$ cat src/rtl/digital_mem_bridge_pkg.sv
// rtl/digital_mem_bridge_pkg.sv - shared constants and state encoding for the Digital memory bridge
package digital_mem_bridge_pkg;

  localparam int DEF_XLEN   = 32;
  localparam int DEF_ADDR_W = 32;

  typedef enum logic [1:0] {
    BRIDGE_IDLE     = 2'd0,
    BRIDGE_ISSUE    = 2'd1,
    BRIDGE_WAIT_ACK = 2'd2,
    BRIDGE_RESP     = 2'd3
  } bridge_state_e;

endpackage

$ cat src/rtl/digital_mem_lane_align.sv
// rtl/digital_mem_lane_align.sv - byte-lane enables, write placement and read extraction for one or two beats
module digital_mem_lane_align
  import digital_mem_bridge_pkg::*;
#(
  parameter int XLEN   = DEF_XLEN,
  parameter int NBYTES = XLEN / 8,
  parameter int OW     = $clog2(NBYTES)
) (
  input  logic [OW-1:0]     off,
  input  logic [OW:0]       bytes,
  input  logic              beat,
  input  logic [XLEN-1:0]   wdata,
  input  logic [XLEN-1:0]   rdata0,
  input  logic [XLEN-1:0]   rdata1,
  output logic [NBYTES-1:0] byte_en,
  output logic [XLEN-1:0]   wdata_lane,
  output logic [XLEN-1:0]   rdata_out,
  output logic              split
);

  logic [NBYTES-1:0]   lane_mask;
  logic [XLEN-1:0]     data_mask;
  logic [2*NBYTES-1:0] be_wide;
  logic [2*XLEN-1:0]   wd_wide;
  logic [2*XLEN-1:0]   rd_wide;

  // Low 'bytes' lanes of the access, and the same mask expanded to bits
  always_comb begin
    lane_mask = '0;
    data_mask = '0;
    for (int i = 0; i < NBYTES; i++) begin
      lane_mask[i]       = ((OW+1)'(i) < bytes);
      data_mask[i*8 +: 8] = {8{lane_mask[i]}};
    end
  end

  // The access viewed across two adjacent words: beat 0 is the low word, beat 1 the high word
  assign be_wide = {{NBYTES{1'b0}}, lane_mask} << off;
  assign wd_wide = {{XLEN{1'b0}}, wdata & data_mask} << {off, 3'b000};
  assign rd_wide = {rdata1, rdata0} >> {off, 3'b000};

  assign byte_en    = beat ? be_wide[2*NBYTES-1:NBYTES] : be_wide[NBYTES-1:0];
  assign wdata_lane = beat ? wd_wide[2*XLEN-1:XLEN] : wd_wide[XLEN-1:0];
  assign rdata_out  = rd_wide[XLEN-1:0] & data_mask;
  assign split      = (({1'b0, off} + bytes) > (OW+1)'(NBYTES));

endmodule

$ cat src/rtl/digital_mem_bridge.sv
// rtl/digital_mem_bridge.sv - mem_io request bus to Digital RAM port bridge with split, timeout and abort
module digital_mem_bridge
  import digital_mem_bridge_pkg::*;
#(
  parameter int XLEN             = DEF_XLEN,
  parameter int ADDR_W           = DEF_ADDR_W,
  parameter int NBYTES           = XLEN / 8,
  parameter int SIZE_W           = $clog2(NBYTES),
  parameter int TIMEOUT_CYC      = 255,
  parameter int SPLIT_MISALIGNED = 1
) (
  input  logic              ramclk,
  input  logic              rst,
  input  logic [ADDR_W-1:0] mem_io_addr,
  input  logic              mem_io_read,
  input  logic              mem_io_write,
  input  logic [XLEN-1:0]   mem_io_wdata,
  input  logic [SIZE_W-1:0] io_byte_size,
  output logic [XLEN-1:0]   mem_io_rdata,
  output logic              mem_io_ready,
  output logic              mem_io_err,
  output logic [ADDR_W-1:0] digital_mem_addr,
  output logic              digital_mem_read_en,
  output logic              digital_mem_write_en,
  output logic [NBYTES-1:0] digital_mem_byte_en,
  output logic [XLEN-1:0]   digital_mem_wdata,
  input  logic [XLEN-1:0]   digital_mem_data,
  input  logic              digital_mem_ready
);

  localparam int OW = SIZE_W;
  localparam int TW = (TIMEOUT_CYC > 1) ? $clog2(TIMEOUT_CYC) : 1;
  localparam logic [TW-1:0] TLAST = TW'((TIMEOUT_CYC > 0) ? TIMEOUT_CYC - 1 : 0);

  bridge_state_e     state;
  logic [ADDR_W-1:0] base_q;
  logic [OW-1:0]     off_q;
  logic [OW:0]       bytes_q;
  logic [XLEN-1:0]   wdata_q;
  logic              wr_q;
  logic              beat_q;
  logic              split_q;
  logic [XLEN-1:0]   rd0_q;
  logic [TW-1:0]     tcnt;

  logic              req;
  logic [OW-1:0]     off_in;
  logic [OW:0]       bytes_in;
  logic              misaligned_in;
  logic [NBYTES-1:0] al_byte_en;
  logic [XLEN-1:0]   al_wdata;
  logic [XLEN-1:0]   al_rdata;
  logic              al_split;
  logic [XLEN-1:0]   al_rdata0;
  logic [XLEN-1:0]   al_rdata1;

  assign req           = mem_io_read | mem_io_write;
  assign off_in        = mem_io_addr[OW-1:0];
  assign bytes_in      = (io_byte_size == '0) ? (OW+1)'(NBYTES) : {1'b0, io_byte_size};
  assign misaligned_in = (({1'b0, off_in} + bytes_in) > (OW+1)'(NBYTES));

  // While beat 1 is acknowledged its data arrives live; beat 0 data is already held in rd0_q
  assign al_rdata0 = beat_q ? rd0_q : digital_mem_data;
  assign al_rdata1 = beat_q ? digital_mem_data : '0;

  digital_mem_lane_align #(
    .XLEN   (XLEN),
    .NBYTES (NBYTES),
    .OW     (OW)
  ) u_align (
    .off        (off_q),
    .bytes      (bytes_q),
    .beat       (beat_q),
    .wdata      (wdata_q),
    .rdata0     (al_rdata0),
    .rdata1     (al_rdata1),
    .byte_en    (al_byte_en),
    .wdata_lane (al_wdata),
    .rdata_out  (al_rdata),
    .split      (al_split)
  );

  // Bridge FSM: latch request, issue one or two beats, wait for ack or timeout, hold response
  always_ff @(posedge ramclk or negedge rst) begin
    if (!rst) begin
      state                <= BRIDGE_IDLE;
      base_q               <= '0;
      off_q                <= '0;
      bytes_q              <= '0;
      wdata_q              <= '0;
      wr_q                 <= 1'b0;
      beat_q               <= 1'b0;
      split_q              <= 1'b0;
      rd0_q                <= '0;
      tcnt                 <= '0;
      mem_io_rdata         <= '0;
      mem_io_ready         <= 1'b0;
      mem_io_err           <= 1'b0;
      digital_mem_addr     <= '0;
      digital_mem_read_en  <= 1'b0;
      digital_mem_write_en <= 1'b0;
      digital_mem_byte_en  <= '0;
      digital_mem_wdata    <= '0;
    end else begin
      case (state)
        BRIDGE_IDLE: begin
          if (req) begin
            base_q  <= {mem_io_addr[ADDR_W-1:OW], {OW{1'b0}}};
            off_q   <= off_in;
            bytes_q <= bytes_in;
            wdata_q <= mem_io_write ? mem_io_wdata : '0;
            wr_q    <= mem_io_write;
            beat_q  <= 1'b0;
            split_q <= misaligned_in;
            if ((mem_io_read && mem_io_write) || (misaligned_in && SPLIT_MISALIGNED == 0)) begin
              mem_io_ready <= 1'b1;
              mem_io_err   <= 1'b1;
              mem_io_rdata <= '0;
              state        <= BRIDGE_RESP;
            end else begin
              state <= BRIDGE_ISSUE;
            end
          end
        end
        BRIDGE_ISSUE: begin
          if (!req) begin
            state <= BRIDGE_IDLE;
          end else begin
            digital_mem_addr     <= beat_q ? base_q + ADDR_W'(NBYTES) : base_q;
            digital_mem_byte_en  <= al_byte_en;
            digital_mem_wdata    <= al_wdata;
            digital_mem_read_en  <= !wr_q;
            digital_mem_write_en <= wr_q;
            tcnt                 <= '0;
            state                <= BRIDGE_WAIT_ACK;
          end
        end
        BRIDGE_WAIT_ACK: begin
          if (!req) begin
            digital_mem_read_en  <= 1'b0;
            digital_mem_write_en <= 1'b0;
            state                <= BRIDGE_IDLE;
          end else if (digital_mem_ready) begin
            digital_mem_read_en  <= 1'b0;
            digital_mem_write_en <= 1'b0;
            if (!beat_q) rd0_q <= digital_mem_data;
            if (!beat_q && split_q) begin
              beat_q <= 1'b1;
              state  <= BRIDGE_ISSUE;
            end else begin
              mem_io_ready <= 1'b1;
              mem_io_err   <= 1'b0;
              mem_io_rdata <= wr_q ? '0 : al_rdata;
              state        <= BRIDGE_RESP;
            end
          end else if (TIMEOUT_CYC != 0 && tcnt == TLAST) begin
            digital_mem_read_en  <= 1'b0;
            digital_mem_write_en <= 1'b0;
            mem_io_ready         <= 1'b1;
            mem_io_err           <= 1'b1;
            mem_io_rdata         <= '0;
            state                <= BRIDGE_RESP;
          end else begin
            tcnt <= tcnt + 1'b1;
          end
        end
        BRIDGE_RESP: begin
          if (!req) begin
            mem_io_ready <= 1'b0;
            mem_io_err   <= 1'b0;
            state        <= BRIDGE_IDLE;
          end
        end
        default: state <= BRIDGE_IDLE;
      endcase
    end
  end

endmodule

$ cat config.mk
export PLATFORM = sky130hd
export DESIGN_NAME = digital_mem_bridge
export DESIGN_NICKNAME = d
export VERILOG_FILES = /design/src/rtl/digital_mem_bridge_pkg.sv /design/src/rtl/digital_mem_lane_align.sv /design/src/rtl/digital_mem_bridge.sv
export SDC_FILE = /design/constraint.sdc
export NUM_CORES = 1
export LEC_CHECK = 0
export CAP_MARGIN = 20
export CORE_AREA = 2 2 138 140
export CTS_CLUSTER_SIZE = 10
export DETAILED_ROUTE_END_ITERATION = 6
export DIE_AREA = 0 0 140 142
export DONT_BUFFER_PORTS = 1
export GPL_TIMING_DRIVEN = 1
export PLACE_DENSITY = 0.8
export SLEW_MARGIN = 10
export SYNTH_ARGS = -nofsm -noshare
export SYNTH_HDL_FRONTEND = slang
export SYNTH_HIERARCHICAL = 1
export SYNTH_SLANG_ARGS = --single-unit
$ cat constraint.sdc
create_clock -name ramclk -period 4.8 [get_ports ramclk]
set_clock_uncertainty 0.15 [all_clocks]
set_input_delay 0.48 -clock ramclk [delete_from_list [all_inputs] [get_ports ramclk]]
set_output_delay 0.48 -clock ramclk [all_outputs]
set_load 0.02 [all_outputs]
### Word level (Yosys, flattened, before mapping)

Cells that the tools add are included.

| word-level totals | value |
|---|---|
| register bits | 216 |
| input bits | 103 |
| output and inout port bits | 104 |
| word-level logic and storage cells | 119 |

| cells by class | value |
|---|---|
| $add $sub $neg | 3 |
| magnitude comparators | 5 |
| equality and inequality tests | 16 |
| shift-type cells | 3 |
| multiplexer cells | 53 |
| bitwise logic cells | 3 |
| reduce and logical (&&, ||, !) cells | 18 |

Operators by type and width:

| kind | number |
|---|---|
| $mux 32 | 12 |
| $and 32x32->32 | 2 |
| $pmux 32 s2 | 1 |
| $shl 32x5->64 | 1 |
| $shr 64x5->32 | 1 |
| $add 32x3->32 const B | 1 |
| $mux 8 | 4 |
| $mux 1 | 19 |
| $ne 2x2->1 const B | 9 |
| $mux 2 | 8 |
| $pmux 8 s2 | 1 |
| $reduce_and 5->1 | 2 |
| $reduce_and 3->1 | 3 |
| $add 8x1->8 const B | 1 |
| $eq 8x8->1 const B | 1 |
| $pmux 2 s4 | 1 |
| $shl 4x2->8 | 1 |
| $reduce_and 7->1 | 1 |
| $lt 1x3->1 const A | 2 |
| $lt 2x3->1 const A | 2 |
| $ne 3x3->1 const B | 2 |
| $pmux 1 s2 | 3 |
| $pmux 1 s3 | 2 |
| $reduce_and 6->1 | 1 |
| other kinds (14) | 20 |

### Depth between registers and ports, before layout

Gate-level depths: netlist (run 1).

| logic depth | value |
|---|---|
| depth after elaboration | 8 |
| depth in mapped cells | 8 |
| depth with buffers taken out | 6 |

### Hierarchy

Netlist (run 1), hierarchy kept.

Modules (own cells, without submodules):

| module | instances | cells each | area each (µm²) |
|---|---|---|---|
| digital_mem_bridge | 1 | 890 | 9,675.5 |
| digital_mem_lane_align | 1 | 224 | 2,158.3 |

### Worst setup path after synthesis (run 1)

OpenSTA, ideal clock, no wires.

| timing | value |
|---|---|
| kind | reg-to-reg |
| from | register beat_q |
| to | register mem_io_rdata[16] |
| setup time | 0.131 ns |
| data arrival time | 1.917 ns |
| data required time | 4.519 ns |
| setup slack | 2.602 ns |
| stages on the path, launching flop included | 8 |
| buffers on the path | 2 |
| clock period less this slack | 2.198 ns |
| cells stage by stage | dfrtp_1 buf_6 clkbuf_1 mux2_2 mux4_1 and2_1 nand2_1 mux2i_1 |

| between the ends | value |
|---|---|
| cells in the longest elaborated chain, start to end | 8 |

RTL lines:

| what | RTL line | RTL |
|---|---|---|
| start, declared | digital_mem_bridge.sv:41 | `logic beat_q;` |
| start signal, assigned | digital_mem_bridge.sv:92 | `beat_q <= 1'b0;` |
| start signal, assigned | digital_mem_bridge.sv:113 | `beat_q <= 1'b0;` |
| start signal, assigned | digital_mem_bridge.sv:148 | `beat_q <= 1'b1;` |
| $mux 32 | -- |  |
| named net al_rdata0[24] | digital_mem_bridge.sv:54 | `logic [XLEN-1:0] al_rdata0;` |
| $shr 64x5->32 | digital_mem_lane_align.sv:40 | `assign rd_wide = {rdata1, rdata0} >> {off, 3'b000};` |
| $and 32x32->32 | digital_mem_lane_align.sv:44 | `assign rdata_out = rd_wide[XLEN-1:0] & data_mask;` |
| named net al_rdata[16] | digital_mem_bridge.sv:52 | `logic [XLEN-1:0] al_rdata;` |
| $mux 32 | digital_mem_bridge.sv:153 | `mem_io_rdata <= wr_q ? '0 : al_rdata;` |
| $mux 32 | digital_mem_bridge.sv:147 | `if (!beat_q && split_q) begin` |
| $mux 32 | digital_mem_bridge.sv:143 | `end else if (digital_mem_ready) begin` |
| $mux 32 | digital_mem_bridge.sv:139 | `if (!req) begin` |
| $pmux 32 s2 | digital_mem_bridge.sv:105 | `case (state)` |
| end signal, assigned | digital_mem_bridge.sv:153 |  |
| end, declared | digital_mem_bridge.sv:19 | `output logic [XLEN-1:0] mem_io_rdata,` |

The timed path passes the listed nets, and every way through them passes these cells. The select of a mux whose other input is x is not followed.
A chain may end at the register's enable or synchronous reset.

### Worst setup path in the final report (run 1)

| timing | value |
|---|---|
| from | register beat_q |
| to | register digital_mem_addr[28] |

| between the ends | value |
|---|---|
| cells in the longest elaborated chain, start to end | 1 |

RTL lines:

| what | RTL line | RTL |
|---|---|---|
| $mux 32 | digital_mem_bridge.sv:129 | `digital_mem_addr <= beat_q ? base_q + ADDR_W'(NBYTES) : base_q;` |
| end signal, assigned | digital_mem_bridge.sv:129 |  |
| end, declared | digital_mem_bridge.sv:22 | `output logic [ADDR_W-1:0] digital_mem_addr,` |

No other way between the ends.

==> results of run 1 <==
[final timing paths]
path                                 from              endpoint  slack, ns  depth (start not counted)
max                                beat_q  digital_mem_addr[28]       1.71                          4
min                                   rst             base_q[4]      -0.48                          0
max reg2reg                        beat_q  digital_mem_addr[28]       1.71                          4
min reg2reg                      rd0_q[4]              rd0_q[4]       0.35                          1
max in group asynchronous             rst              rd0_q[4]       4.46                          0
min in group ramclk        mem_io_addr[1]              off_q[1]       0.03                          2
[report_power, final]
group          internal, mW  switching, mW
Clock                 0.937          0.687
Combinational          1.52           1.41
Sequential             2.56           1.37
Total                  5.01           3.46
[worst max-delay path: stages, from the launching register on]
cell and delay, ns:
dfrtp_2 0.97, nand2_1 0.32, or4_1 0.83, or4_1 0.58, a31oi_1 0.17
[final cells by class]
type | instances | area share
Antenna cell | 4 | 0.000771
Clock inverter | 1 | 0.000675
Inverter | 46 | 0.0133
Multi-Input combinational cell | 753 | 0.443
Clock buffer | 33 | 0.0505
Tap cell | 234 | 0.0226
Sequential cell | 214 | 0.413
Timing Repair Buffer | 75 | 0.0561
[state kept, by name, summed over array words and instances (netlist names), 2 cells and up]
| register | flops |
|---|---|
| state | 2 |
| rd0_q | 32 |
| digital_mem_wdata | 32 |
| bytes_q | 3 |
| mem_io_rdata | 32 |
| wdata_q | 32 |
| digital_mem_byte_en | 4 |
| base_q | 30 |
| digital_mem_addr | 30 |
| off_q | 2 |
| tcnt | 8 |
[through the flow]
stage / worst slack [ns] / util / hold slack [ns] / power (mW)
final: 1.71 / 0.703 / -0.481 / 8.47
after global routing: 1.49 / 0.703 / -0.504 / 8.97
after CTS: 1.72 / 0.703 / -0.505 / 8.45
after detailed placement: 1.71 / 0.631 / 0.0415 / 6.75
after global placement: 1.76 / 0.631 / 0.0408 / 6.63
after floorplan: 2.60 / - / 0.0344 / 6.14
[layout by cell type, fill, tap and decap left out, types with 5 or more instances in the layout]
cell type      count
buf_4              9
clkbuf_16         25
and2_1            57
or4_1             10
a22o_1            34
dfrtp_1          211
mux2i_1           35
xnor2_1            8
mux2_2            97
nand3_1           13
o211ai_1           5
nor3_1             7
xor2_1             8
a2111oi_0         14
nand2_1          179
a21oi_1            8
nor2b_1           18
inv_1             45
nand4_1           13
or3_2              5
nor3_2             5
clkbuf_1           8
dlygate4sd3_1     66
a31oi_1           16
a32oi_1           17
nor2_1            27
or3_1              7
a221o_1           16
o21ai_0           37
mux4_2            28
o31ai_1           10
o22ai_1           16
[layer usage]
layer	up-vias	part of all wire	routed length, µm
met4	0	0.019	541
met1	4238	0.40	11600
met2	425	0.47	13600
met3	53	0.11	3060
met5	-	0	0
li1	3987	-	-
==> impl_metrics.env, run 1 <==
export IMPL_outcome="complete, but fails checks"
export IMPL_violations="DRC, hold timing"
export IMPL_drc=32
export IMPL_die_area_um2=19900
export IMPL_slew_limit_headroom=0.339
export IMPL_ir_worst_vdd_v=0.000458
export IMPL_setup_violations_final=0
export IMPL_netlist_area_um2=11700
export IMPL_power_per_cell_area_nw_per_um2=653
export IMPL_dr_total_vias=8703
export IMPL_grtUsageMet2=0.453
export IMPL_leakage_nw=5.37
export IMPL_finalInstanceArea_um2=13000
export IMPL_dp_hpwl_mm=18.6
export IMPL_clk_pin_slew_worst_paths_ns=0.06
export IMPL_cp_required_ns=5.10
export IMPL_grtUsageMet3=0.0868
export IMPL_critical_path_class="reg2reg"
export IMPL_drive_gt1_frac=0.168
export IMPL_hp_class="in2async"
export IMPL_grt_max_degree=215
export IMPL_wl_per_cell_um=21.2
export IMPL_layout_area_seq_um2=5360
export IMPL_dpl_instance_area_um2=11600
export IMPL_cts_buffers=25
export IMPL_grt_pass1_wl_mm=45.8
export IMPL_final_nets=1223
export IMPL_critical_path_arrival_ns=3.39
export IMPL_yosysWarnings=6
export IMPL_cts_max_level=1
export IMPL_setup_worst_path_end_class="flop"
export IMPL_grt_busiest_layer="met2"
export IMPL_hold_slack_ns=-0.481
export IMPL_holdBufCountCts=66
export IMPL_start_util=0.636
export IMPL_drtPass1Iterations=7
export IMPL_postSynthAreaPerCell_um2=10.7
export IMPL_io_buffer_count=0
export IMPL_clockBufferDepth=3
export IMPL_clk_insertion_delay_late_ns=0.52
export IMPL_layout_min_cycle_time_ns=3.09
export IMPL_io_pins=207
export IMPL_floorplan_rows=50
export IMPL_ant_nets=0
export IMPL_start_kind="flop"
export IMPL_place_congestion=0.931
export IMPL_timing_setup_tns_ns=0
export IMPL_use_met1=0.399
export IMPL_layout_worst_path_cycle_share=0.645
export IMPL_routed_wl_mm=28.9
export IMPL_hold_violations=214
export IMPL_grt_usage=0.289
export IMPL_synthCells=1100
export IMPL_antenna_found_initial=1
export IMPL_dieHeight_um=142
export IMPL_vias_per_cell=6.40
export IMPL_grt_pass1_vias=8345
export IMPL_area_delta_synth_final_pct=10.6
export IMPL_maxSlewViolCount=0
export IMPL_n_fill_cell=1321
export IMPL_cts_sinks=214
export IMPL_grt_overflow=0
export IMPL_post_cts_buffers=0
export IMPL_cts_root_buffer="clkbuf_16"
export IMPL_post_cts_resized=0
export IMPL_core_region_area_um2=18500
export IMPL_placedCellCount=1256
export IMPL_fmax_ghz=0.323
export IMPL_worst_pin_slew_ns=0.991
export IMPL_drv_cap=0
export IMPL_instances_no_fill=1360
export IMPL_rsz0062_at_grt="no"
export IMPL_cts_tree="done"
export IMPL_multi_input_area_um2=5750
export IMPL_die_w_um=140
export IMPL_first_iter_violations=929
export IMPL_crit_path_max_fanout=54
Power figures use the tool's default switching activity.
==> run 2: changes to the inputs <==
Settings changed: CORE_AREA 2 2 138 140 to 2 2 146 148, DIE_AREA 0 0 140 142 to 0 0 148 150, PLACE_DENSITY 0.8 to 0.76.
Clock period 4.8 ns to 2.8 ns, I/O delays scaled along.
==> run 2 against run 1 <==
  * The run ends with hold timing left
  * Via count increased by 2.9%
  * Non-clock buffer count increased by 49
  * Worst setup slack got worse by 1.4 ns
  * Global-route usage decreased by 1.6 points
  * Register-to-register slack got worse by 1.4 ns
  * Design area increased by 4.3%
  * Power increased by 75%
  * Combinational power increased by 89%
  * Sequential cell count unchanged
  * Sequential power increased by 66%
  * Sequential share of layout area decreased by 1.7 points
  * Fmax increased by 25%
  * Critical path type unchanged
  * Critical endpoint is now digital_mem_addr[26]
==> impl_metrics.env, run 2 (synthesized netlist as in run 1, its figures left out) <==
export IMPL_outcome="complete, but fails checks"
export IMPL_violations="hold timing"
export IMPL_start_util=0.567
export IMPL_finalWorstSetupSlack_ns=0.328
export IMPL_hold_violations=215
export IMPL_place_congestion=0.856
export IMPL_utilization=0.654
export IMPL_first_iter_violations=872
export IMPL_drv_cap=0
export IMPL_leakage_nw=5.61
export IMPL_drtPass1Iterations=5
export IMPL_r2r_slack_ns=0.33
export IMPL_dpl_instance_area_um2=11800
export IMPL_crit_path_max_fanout=15
export IMPL_final_common_cell="dfrtp_1"
export IMPL_clockBufferDepth=3
export IMPL_cts_buffers=25
export IMPL_timing_setup_tns_ns=0
export IMPL_holdBufCountCts=102
export IMPL_drive_gt1_frac=0.174
export IMPL_critical_path_arrival_ns=2.76
export IMPL_area_delta_synth_final_pct=15.3
export IMPL_grt_usage=0.273
export IMPL_worst_path_max_delay_cell="or4_1"
export IMPL_floorplan_rows=53
export IMPL_dieHeight_um=150
export IMPL_layout_worst_path_cycle_share=0.883
export IMPL_worst_pin_slew_ns=0.773
export IMPL_ant_nets=0
export IMPL_start_kind="flop"
export IMPL_ir_worst_vdd_v=0.000726
export IMPL_final_nets=1272
export IMPL_n_antenna_cell=0
export IMPL_die_w_um=148
export IMPL_cpMostUsedCell="or4_1"
export IMPL_core_region_area_um2=20700
export IMPL_slowest_delay_ns=0.78
export IMPL_clk_insertion_delay_late_ns=0.52
export IMPL_cts_root_buffer="clkbuf_16"
export IMPL_routed_wl_mm=30.5
export IMPL_wl_per_cell_um=21.1
export IMPL_cp_required_ns=3.09
export IMPL_grt_pass1_wl_mm=48.5
export IMPL_vias_per_cell=6.20
export IMPL_io_buffer_count=0
export IMPL_grt_pass1_vias=8896
export IMPL_slew_limit_headroom=0.480
export IMPL_final_cell_mix="dfrtp_1 (211), nand2_1 (179), dlygate4sd3_1 (102), mux2_2 (97), and2_1 (57)"
export IMPL_cts_sinks=214
export IMPL_critical_path_class="reg2reg"
export IMPL_instances_no_fill=1445
export IMPL_power_per_cell_area_nw_per_um2=1100
export IMPL_dr_total_vias=8958
export IMPL_layout_min_cycle_time_ns=2.47
export IMPL_io_pins=207
export IMPL_drc=0
export IMPL_maxSlewViolCount=0
export IMPL_clk_pin_slew_worst_paths_ns=0.06
export IMPL_rr_worst_depth=5
export IMPL_grt_overflow=0
export IMPL_n_fill_cell=1592
export IMPL_fmax_ghz=0.404
export IMPL_cts_tree="done"
export IMPL_cts_max_level=1
export IMPL_finalInstanceArea_um2=13500
export IMPL_placedCellCount=1310
export IMPL_setup_worst_path_end_class="flop"
export IMPL_grt_max_degree=215
export IMPL_die_area_um2=22200
export IMPL_crit_path_cell_trace="ha_1 -> nand2_1 -> or4_1 -> or4_1 -> a31oi_1"
export IMPL_hold_slack_ns=-0.680
export IMPL_dp_hpwl_mm=19.0
export IMPL_setup_violations_final=0
export IMPL_dpl_worst_slack_ns=0.362
export IMPL_p_total_mw=14.9
export IMPL_hp_class="in2async"
export IMPL_rsz0062_at_grt="no"
export IMPL_antenna_found_initial=1
[run 2: cell types whose count changed in the layout (fill, tap and decap cells not counted), sizes merged]
cell	change
diode	-4
buf	+13
dlygate4sd3	+36
clkbuf	-1
[run 2: what timing repair did]
action                                 4_1_cts  5_1_grt
resized for setup                            0        0
endpoints found under the hold margin      318      214
setup endpoints to repair                    0        0
setup buffers                                0        0
[run 2: power breakdown]
group / switching [mW] / leakage (nW) / internal [mW] / total, mW
clock: 1.20 / 0.333 / 1.65 / 2.85
combinational: 2.75 / 2.58 / 2.76 / 5.51
sequential: 2.10 / 2.70 / 4.39 / 6.49
[run 2: layout make-up]
cell class	instances	area [µm²]	share of cell area
clock inverter	1	8.76	0.000647
sequential	214	5360	0.396
timing repair buffer	124	1220	0.0905
inverter	46	173	0.0128
clock buffer	32	672	0.0497
tap	275	344	0.0254
multi-input combinational	753	5750	0.425
[run 2: critical path: cells and delay by family (launching register included)]
family / cells / cell delay (ns)
DFF: 1 / 0.42
adders and majority gates: 1 / 0.19
and+or+nand+nor: 3 / 1.46
AOI/OAI and AO/OA: 1 / 0.17
[run 2: path summary, 6_finish.rpt]
path | endpoint | from
worst max-delay path | digital_mem_addr[26] | base_q[2]
worst min-delay path | digital_mem_addr[12] | rst
worst max register to register | digital_mem_addr[26] | base_q[2]
worst min register to register | rd0_q[29] | rd0_q[29]
max in group asynchronous | digital_mem_wdata[18] | rst
min in group ramclk | split_q | mem_io_addr[0]
[run 2: routing by layer]
| layer | track usage | part of all wire |
|---|---|---|
| met1 | 0.373 | 0.41 |
| met2 | 0.437 | 0.48 |
| met3 | 0.0674 | 0.089 |
| met4 | 0.0767 | 0.024 |
| met5 | 0 | 0.00036 |
==> run 3: changes to the inputs <==
Settings changed: CTS_CLUSTER_DIAMETER from default to 30.
==> run 3 against run 2 <==
  * Power up 15%
  * Critical endpoint unchanged
  * The run still ends with hold timing left
  * Combinational power about the same
  * Sequential cell count is the same
  * Sequential power is essentially flat
  * Core utilization grew 3.8 points
  * Highest routed layer unchanged
==> impl_metrics.env, run 3 (synthesized netlist as in run 1, its figures left out) <==
export IMPL_cts_max_level=2
export IMPL_post_cts_resized=0
export IMPL_outcome="complete, but fails checks"
export IMPL_r2r_slack_ns=0.32
export IMPL_vias_per_cell=6.11
export IMPL_wl_per_cell_um=21.0
export IMPL_drc=0
export IMPL_post_cts_buffers=0
export IMPL_grt_max_degree=215
export IMPL_hold_violations=214
export IMPL_grtUsageMet3=0.0848
export IMPL_worst_pin_slew_ns=0.773
export IMPL_hold_slack_ns=-0.691
export IMPL_rsz0062_at_grt="no"
export IMPL_ir_worst_vdd_v=0.000822
export IMPL_floorplan_rows=53
export IMPL_setup_worst_path_end_class="flop"
export IMPL_critical_path_arrival_ns=2.78
export IMPL_antenna_found_initial=2
export IMPL_crit_path_cell_trace="nand4_4 -> or4_1 -> or4_1 -> a31oi_1"
export IMPL_dr_total_vias=9108
export IMPL_final_common_cell="dfrtp_1"
export IMPL_maxSlewViolCount=0
export IMPL_worst_path_max_delay_cell="or4_1"
export IMPL_clockBufferDepth=3
export IMPL_layout_worst_path_cycle_share=0.887
export IMPL_use_met1=0.374
export IMPL_grtUsageMet2=0.455
export IMPL_ant_nets=0
export IMPL_final_cell_mix="dfrtp_1 (211), nand2_1 (179), dlygate4sd3_1 (103), mux2_2 (97), and2_1 (57)"
export IMPL_layout_min_cycle_time_ns=2.48
export IMPL_power_per_cell_area_nw_per_um2=1190
export IMPL_clk_pin_slew_worst_paths_ns=0.05
export IMPL_grt_pass1_vias=9169
export IMPL_cts_tree="done"
export IMPL_clk_insertion_delay_late_ns=0.53
export IMPL_crit_path_max_fanout=15
export IMPL_reg2reg_from="base_q[4]"
export IMPL_hp_class="in2async"
export IMPL_routed_wl_mm=31.3
export IMPL_n_fill_cell=1492
export IMPL_start_util=0.567
export IMPL_r2r_end="digital_mem_addr[26]"
export IMPL_io_buffer_count=0
export IMPL_cpMostUsedCell="or4_1"
export IMPL_drive_gt1_frac=0.205
export IMPL_leakage_nw=5.99
export IMPL_violations="hold timing"
export IMPL_first_iter_violations=815
export IMPL_dieHeight_um=150
export IMPL_holdBufCountCts=103
export IMPL_cts_buffers=44
export IMPL_cts_root_buffer="clkbuf_16"
export IMPL_slew_limit_headroom=0.480
export IMPL_rr_worst_depth=4
export IMPL_grt_overflow=0
export IMPL_p_total_mw=17.1
export IMPL_area_delta_synth_final_pct=22.0
export IMPL_timing_setup_tns_ns=0
export IMPL_drtPass1Iterations=5
export IMPL_cts_sinks=214
export IMPL_fmax_ghz=0.403
export IMPL_core_region_area_um2=20700
export IMPL_critical_path_class="reg2reg"
export IMPL_grt_busiest_layer="met2"
export IMPL_setup_violations_final=0
export IMPL_die_area_um2=22200
export IMPL_dp_hpwl_mm=19.0
export IMPL_start_kind="flop"
export IMPL_io_pins=207
export IMPL_slowest_delay_ns=0.82
export IMPL_die_w_um=148
export IMPL_grt_usage=0.284
export IMPL_place_congestion=0.856
export IMPL_final_nets=1292
export IMPL_cp_required_ns=3.09
export IMPL_grt_pass1_wl_mm=50.0
export IMPL_drv_cap=0
run 3: cell type report:
cell class / instances / area, µm² / share of cell area
antenna: 1 / 2.50 / 0.000175
clock buffer: 54 / 1200 / 0.0838
clock inverter: 23 / 246 / 0.0172
inverter: 46 / 173 / 0.0121
multi-input combinational: 753 / 5750 / 0.402
sequential: 214 / 5360 / 0.375
tap: 275 / 344 / 0.0241
timing repair buffer: 125 / 1230 / 0.0862
run 3: metal layers:
layer	part of all wire	wire length, µm	vias up
met4	0.024	758	2
met1	0.40	12500	4472
met2	0.48	15000	416
met5	0.00038	12	-
met3	0.095	2980	68
li1	-	-	4150
run 3: how the worst max path moves through the flow:
stage	depth (start not counted)	slack, ns	end	from
2_1_floorplan	7	0.60	mem_io_rdata[16]	beat_q
3_3_place_gp	5	0.41	digital_mem_addr[22]	base_q[2]
3_5_place_dp	5	0.36	digital_mem_addr[26]	base_q[2]
4_1_cts	5	0.35	digital_mem_addr[26]	base_q[2]
5_1_grt	4	0.18	digital_mem_addr[26]	base_q[4]
6_report	4	0.32	digital_mem_addr[26]	base_q[4]
run 3: power breakdown:
group	switching (mW)	total (mW)	internal (mW)
logic	2.78	5.54	2.76
registers	2.12	6.51	4.39
clock network	1.71	5.03	3.32
run 3: stage by stage:
step / setup WS (ns) / instance area [µm²] / hold WS (ns) / cells / utilization
after floorplan: 0.602 / 11700 / -0.166 / 1101 / -
after global placement: 0.414 / 11800 / -0.154 / 1310 / 0.572
after detailed placement: 0.362 / 11800 / -0.156 / 1310 / 0.572
after CTS: 0.349 / 14300 / -0.709 / 1490 / 0.691
after global routing: 0.176 / 14300 / -0.715 / 1491 / 0.691
final: 0.316 / 14300 / -0.691 / 1491 / 0.691
run 3: worst max-delay path, delay by kind of cell (launching register included):
family | cells | cell delay (ns)
flip-flops | 1 | 0.48
AND/OR/NAND/NOR | 3 | 1.60
AO/OA/AOI/OAI | 1 | 0.17
